`src/rtl/rv32i_types.sv`:
```
// Shared types for the retire path: ROB entry, flush bundle, commit port.
// Also holds the ROB geometry and the modulo tag adder.
package rv32i_types;

    localparam int ROB_SIZE   = 15;
    localparam int XLEN       = 32;
    localparam int MAX_COMMIT = 2;
    localparam int TAG_W      = $clog2(ROB_SIZE);
    localparam int CNT_W      = $clog2(ROB_SIZE + 1);

    typedef enum logic [6:0] {
        op_lui   = 7'b0110111,
        op_auipc = 7'b0010111,
        op_jal   = 7'b1101111,
        op_jalr  = 7'b1100111,
        op_br    = 7'b1100011,
        op_load  = 7'b0000011,
        op_store = 7'b0100011,
        op_imm   = 7'b0010011,
        op_reg   = 7'b0110011,
        op_csr   = 7'b1110011
    } rv32i_opcode;

    typedef struct packed {
        rv32i_opcode opcode;
        logic [4:0]  rd;
    } pc_info_t;

    typedef struct packed {
        logic            rdy;
        logic [XLEN-1:0] data;
        pc_info_t        pc_info;
    } sal2_t;

    typedef struct packed {
        logic             valid;
        logic [TAG_W-1:0] front_tag;
        logic [XLEN-1:0]  pc;
    } flush_t;

    typedef struct packed {
        logic            we;
        logic [4:0]      rd;
        logic [XLEN-1:0] data;
    } commit_port_t;

    // Wraps with a compare so non-power-of-two sizes work; n <= size.
    function automatic logic [TAG_W-1:0] tag_add(
        input logic [TAG_W-1:0] tag,
        input logic [TAG_W:0]   n,
        input int unsigned      size
    );
        logic [TAG_W:0] s;
        s = {1'b0, tag} + n;
        if (s >= (TAG_W + 1)'(size))
            s = s - (TAG_W + 1)'(size);
        return s[TAG_W-1:0];
    endfunction

endpackage

```
`src/rtl/rob_commit_unit_select.sv`:
```
// commit_select: in-order retire chain over the ROB head slots.
// in: front_tag, count, rdy, mispredict; out: retire, num_deq, mp_hit, mp_tag.
module commit_select
    import rv32i_types::*;
#(
    parameter int size = ROB_SIZE
) (
    input  logic [TAG_W-1:0]      front_tag,
    input  logic [CNT_W-1:0]      count,
    input  logic [size-1:0]       rdy,
    input  logic [size-1:0]       mispredict,
    output logic [MAX_COMMIT-1:0] retire,
    output logic [2:0]            num_deq,
    output logic                  mp_hit,
    output logic [TAG_W-1:0]      mp_tag
);

    logic             alive;
    logic [TAG_W-1:0] t;

    // A slot retires only if every older slot retired; a mispredicted
    // entry retires itself but closes the chain behind it.
    always_comb begin
        retire  = '0;
        num_deq = 3'd0;
        mp_hit  = 1'b0;
        mp_tag  = '0;
        alive   = 1'b1;
        t       = '0;
        for (int k = 0; k < MAX_COMMIT; k++) begin
            t = tag_add(front_tag, (TAG_W + 1)'(k), size);
            if (alive && (CNT_W'(k) < count) && rdy[t]) begin
                retire[k] = 1'b1;
                num_deq   = num_deq + 3'd1;
                if (mispredict[t]) begin
                    mp_hit = 1'b1;
                    mp_tag = t;
                    alive  = 1'b0;
                end
            end else begin
                alive = 1'b0;
            end
        end
    end

endmodule

```
`src/rtl/rob_commit_unit.sv`:
```
// rob_commit_unit: ROB head/tail/count, regfile write ports, mispredict flush.
// in: clk, rst(async low), alloc, rdest, mispredict, target_pc; out: tags, status, rf_*, flush.
module rob_commit_unit
    import rv32i_types::*;
#(
    parameter int size  = ROB_SIZE,
    parameter int width = XLEN
) (
    input  logic                             clk,
    input  logic                             rst,
    input  logic                             alloc,
    input  sal2_t                            rdest [size],
    input  logic [size-1:0]                  mispredict,
    input  logic [width-1:0]                 target_pc [size],
    output logic [TAG_W-1:0]                 front_tag,
    output logic [TAG_W-1:0]                 rear_tag,
    output logic                             full,
    output logic                             empty,
    output logic                             commit,
    output logic [2:0]                       num_deq,
    output logic [MAX_COMMIT-1:0]            rf_we,
    output logic [MAX_COMMIT-1:0][4:0]       rf_rd,
    output logic [MAX_COMMIT-1:0][width-1:0] rf_data,
    output flush_t                           flush
);

    logic [CNT_W-1:0]      count;
    logic [size-1:0]       rdy;
    logic [MAX_COMMIT-1:0] retire;
    logic                  mp_hit;
    logic [TAG_W-1:0]      mp_tag;
    logic [TAG_W-1:0]      pt;
    logic [TAG_W-1:0]      redirect_tag;
    logic                  alloc_acc;
    commit_port_t          port [MAX_COMMIT];

    always_comb begin
        rdy = '0;
        for (int i = 0; i < size; i++)
            rdy[i] = rdest[i].rdy;
    end

    commit_select #(.size(size)) u_sel (
        .front_tag  (front_tag),
        .count      (count),
        .rdy        (rdy),
        .mispredict (mispredict),
        .retire     (retire),
        .num_deq    (num_deq),
        .mp_hit     (mp_hit),
        .mp_tag     (mp_tag)
    );

    assign full   = (count == CNT_W'(size));
    assign empty  = (count == '0);
    assign commit = |num_deq;

    always_comb begin
        pt = '0;
        for (int k = 0; k < MAX_COMMIT; k++) begin
            pt = tag_add(front_tag, (TAG_W + 1)'(k), size);
            port[k].we = retire[k]
                && (rdest[pt].pc_info.rd != 5'd0)
                && (rdest[pt].pc_info.opcode != op_br)
                && (rdest[pt].pc_info.opcode != op_store);
            port[k].rd   = rdest[pt].pc_info.rd;
            port[k].data = rdest[pt].data;
            rf_we[k]     = port[k].we;
            rf_rd[k]     = port[k].rd;
            rf_data[k]   = port[k].data;
        end
    end

    // front_tag is the pre-update head so the checker can index from it.
    assign flush.valid     = mp_hit;
    assign flush.front_tag = front_tag;
    assign flush.pc        = target_pc[mp_tag];

    assign redirect_tag = tag_add(mp_tag, (TAG_W + 1)'(1), size);
    // Allocation into a full ROB is dropped even if a slot frees this cycle.
    assign alloc_acc    = alloc && !full && !flush.valid;

    always_ff @(posedge clk or negedge rst) begin
        if (!rst) begin
            front_tag <= '0;
            rear_tag  <= '0;
            count     <= '0;
        end else if (flush.valid) begin
            front_tag <= redirect_tag;
            rear_tag  <= redirect_tag;
            count     <= '0;
        end else begin
            front_tag <= tag_add(front_tag, (TAG_W + 1)'(num_deq), size);
            rear_tag  <= tag_add(rear_tag, (TAG_W + 1)'(alloc_acc), size);
            count     <= count + CNT_W'(alloc_acc) - CNT_W'(num_deq);
        end
    end

    a_alloc_full: assert property (@(posedge clk) disable iff (!rst)
        !(alloc && full && (num_deq == 3'd0)));

endmodule

```
`config.mk`:
```
export PLATFORM = sky130hd
export DESIGN_NAME = rob_commit_unit
export DESIGN_NICKNAME = d
export VERILOG_FILES = /design/src/rtl/rv32i_types.sv /design/src/rtl/rob_commit_unit_select.sv /design/src/rtl/rob_commit_unit.sv
export SDC_FILE = /design/constraint.sdc
export NUM_CORES = 1
export LEC_CHECK = 0
export CORE_AREA = 2 2 503 505
export DETAILED_ROUTE_END_ITERATION = 16
export DIE_AREA = 0 0 505 507
export PLACE_DENSITY = 0.32
export SLEW_MARGIN = 0
export SYNTH_ARGS = -nofsm -noshare
export SYNTH_HDL_FRONTEND = slang
export SYNTH_SLANG_ARGS = --single-unit
export TNS_END_PERCENT = 100
```
`constraint.sdc`:
```
create_clock -name clk -period 10.5 [get_ports clk]
set_input_delay 1.575 -clock clk [delete_from_list [all_inputs] [get_ports clk]]
set_output_delay 1.575 -clock clk [all_outputs]
set_load 0.02 [all_outputs]
```
==> metrics <==
worst-skew pair later-pin latency 0.24 ns; Core Footprint 0.250 mm²; Fmax 0.106 GHz; RSZ-0062 raised after global routing no; Async SR Flop Fraction 100%; clock skew approximately 0.0032 ns; Mapped Cells between 2000 and 3000; mean post-synth cell area 7.00 µm²; Critical Path Sink Type output port; fin crit period 9.47 ns; Final ANT Viol Nets 0; Total Power ~13 mW; final worst setup slack 1.03 ns; filler cell count 28896; Total Routed Length 223000 µm; Hold Buf Count CTS 0; Seq/Total Area, Yosys 1.71%; layout cells sized above 1 between 10% and 20%; CP Class register to output port; Congestion Overflow GR 0; endpoints failing setup 0; vias in the first global route 26929; first-pass GRT wire length 282000 µm; worst hold margin around 0.66 ns; Layout area overhead 96.7%; gr usage total 16.6%; WL/cell 32.0 µm; hold path depth 2; post-synthesis cell type count between 70 and 80; syn nets ~3700; post-synthesis register bit count 12; DR pass1 iterations 5; Die Footprint 0.256 mm²; worst path arrival time 7.89 ns; Via density 3.82; worst-case reg-to-reg path depth 21; R2R Setup Slk about 2.7 ns; VDD IR max 0.180 mV; Startpoint Class register; # Post-CTS Setup Buffers 0; Die Wd 505 µm; commonest non-fill, non-tap cell in the layout clkdlybuf4s50_1; final worst-path cycle share 90.2%; slew of the pin with the lowest slew margin 1.23 ns; Synth Warn # 0; Die H 507 µm; Clock Root Buffer clkbuf_16; Slew Limit Fails 0; number of nets in the layout 4792; TritonCTS Buffers 3; worst hold-check path type register to register; outcome finished clean; routed via count 26608; initial core utilization 6.99%; routability cong. a little under 0.9; EDFF count, synth 0; leakage power 11.7 nW; I/O pin cnt 1300; Max clock buf depth 2; Mapped Area 0.0175 mm²; clock sink total 12; initial antenna violation count 150; Initial DRC Count 2108; pre-CTS setup slack 1.21 ns; Detailed Place HPWL approximately 200000 µm; row count 184; Rel. slew slack 18.1%; clock-pin slew on the worst setup and hold paths 0.05 ns; port buffer count 1283; DRC Markers 0; Top FF cell, synth dfrtp_1; pin count of the biggest net entering global routing 93; power density of the placed cells 368 mW/mm²; CP Max Fanout 55; commonest cells after routing, fill and taps aside 1282 x clkdlybuf4s50_1, 727 x nand2_1, 228 x mux4_2, 180 x nor2_1, 171 x a21oi_1; Resized Gates After CTS 0; TritonCTS clock tree done; final hold violations 0; Max-Cap Viols 0; Max H-tree Level 1; TNS Setup 0 ns; WP data required 8.93 ns
-- state kept, by name, indices dropped and copies added (netlist names) --
signal     flops
count          4
rear_tag       4
front_tag      4
-- through the flow --
| stage | util, % | instances | instance area (µm²) |
|---|---|---|---|
| final | 13.8 | 6974 | 34400 |
| after global routing | 13.7 | 6959 | 34400 |
| after CTS | 13.7 | 6944 | 34400 |
| after detailed placement | 13.7 | 6940 | 34300 |
| after global placement | 13.7 | 6940 | 34300 |
| after floorplan | - | 2501 | 17500 |
-- logic make-up after synthesis --
| logic type | synth area share [%] |
|---|---|
| simple gates | 29.0 |
| compound gates | 21.3 |
| mux | 38.5 |
| buf+inv | 7.03 |
| fa+ha+maj | 1.66 |
| xor+xnor | 0.793 |
| flops | 1.71 |
| other cells | 0.0214 |
-- cell usage after synthesis (13+ instances only) --
cell      count  area (µm²)
buf_4        20         150
nand2_1     729        2740
nand3_1     138         691
ha_1         20         250
mux2i_1     150        1500
buf_2        38         190
nor2_1      181         679
a31oi_1     168        1050
clkbuf_1    177         664
o211ai_1     36         270
nor3_1       13        65.1
nor4b_1      16         140
a21oi_1     175         876
a211oi_1     50         375
and3_1       77         482
o221ai_1     27         236
buf_1        35         131
mux4_2      228        5130
o21ai_0      52         260
-- routing by layer --
layer / global-route usage (%) / part of all wire (%)
met3: 3.55 / 6.1
met2: 34.4 / 57
met4: 3.73 / 3.3
met5: 0 / 0.14
met1: 16.4 / 33
-- final timing paths --
check,from,end
worst max-delay path,front_tag[1],flush[18]
worst min-delay path,count[0],count[0]
min in group asynchronous,rst,rear_tag[2]
worst max register to register,front_tag[1],rear_tag[0]
worst min register to register,count[0],count[0]
max in group asynchronous,rst,front_tag[0]
-- where the power goes --
| group | internal [mW] | total, mW | leakage [nW] | switching [mW] |
|---|---|---|---|---|
| combinational | 4.47 | 12.5 | 11.5 | 7.99 |
| sequential | 0.0764 | 0.128 | 0.147 | 0.0511 |
| clock | 0.0577 | 0.0798 | 0.0444 | 0.0220 |
| total | 4.60 | 12.7 | 11.7 | 8.06 |
-- final cells by class --
type / count / area [µm²] / area share (%)
multi-input combinational: 2200 / 16100 / 46.9
timing repair buffer: 1364 / 13600 / 39.4
tap: 3348 / 4190 / 12.2
sequential: 12 / 304 / 0.883
clock buffer: 4 / 88.8 / 0.258
antenna: 30 / 75.1 / 0.218
inverter: 16 / 73.8 / 0.214
-- worst max-delay path: stages (launching register included) --
cell	delay, ns
dfrtp_1	0.88
ha_1	0.66
and3_1	0.78
xnor2_4	0.21
buf_4	0.36
mux2_2	0.38
o22ai_1	0.20
a211oi_1	0.14
or4_4	0.55
a211oi_4	0.41
a21o_4	0.41
inv_4	0.32
buf_4	0.46
mux2i_1	0.25
o211ai_1	0.68
o221ai_1	0.24
clkdlybuf4s50_1	0.62
No activity file was read; power rests on OpenSTA's default activity.
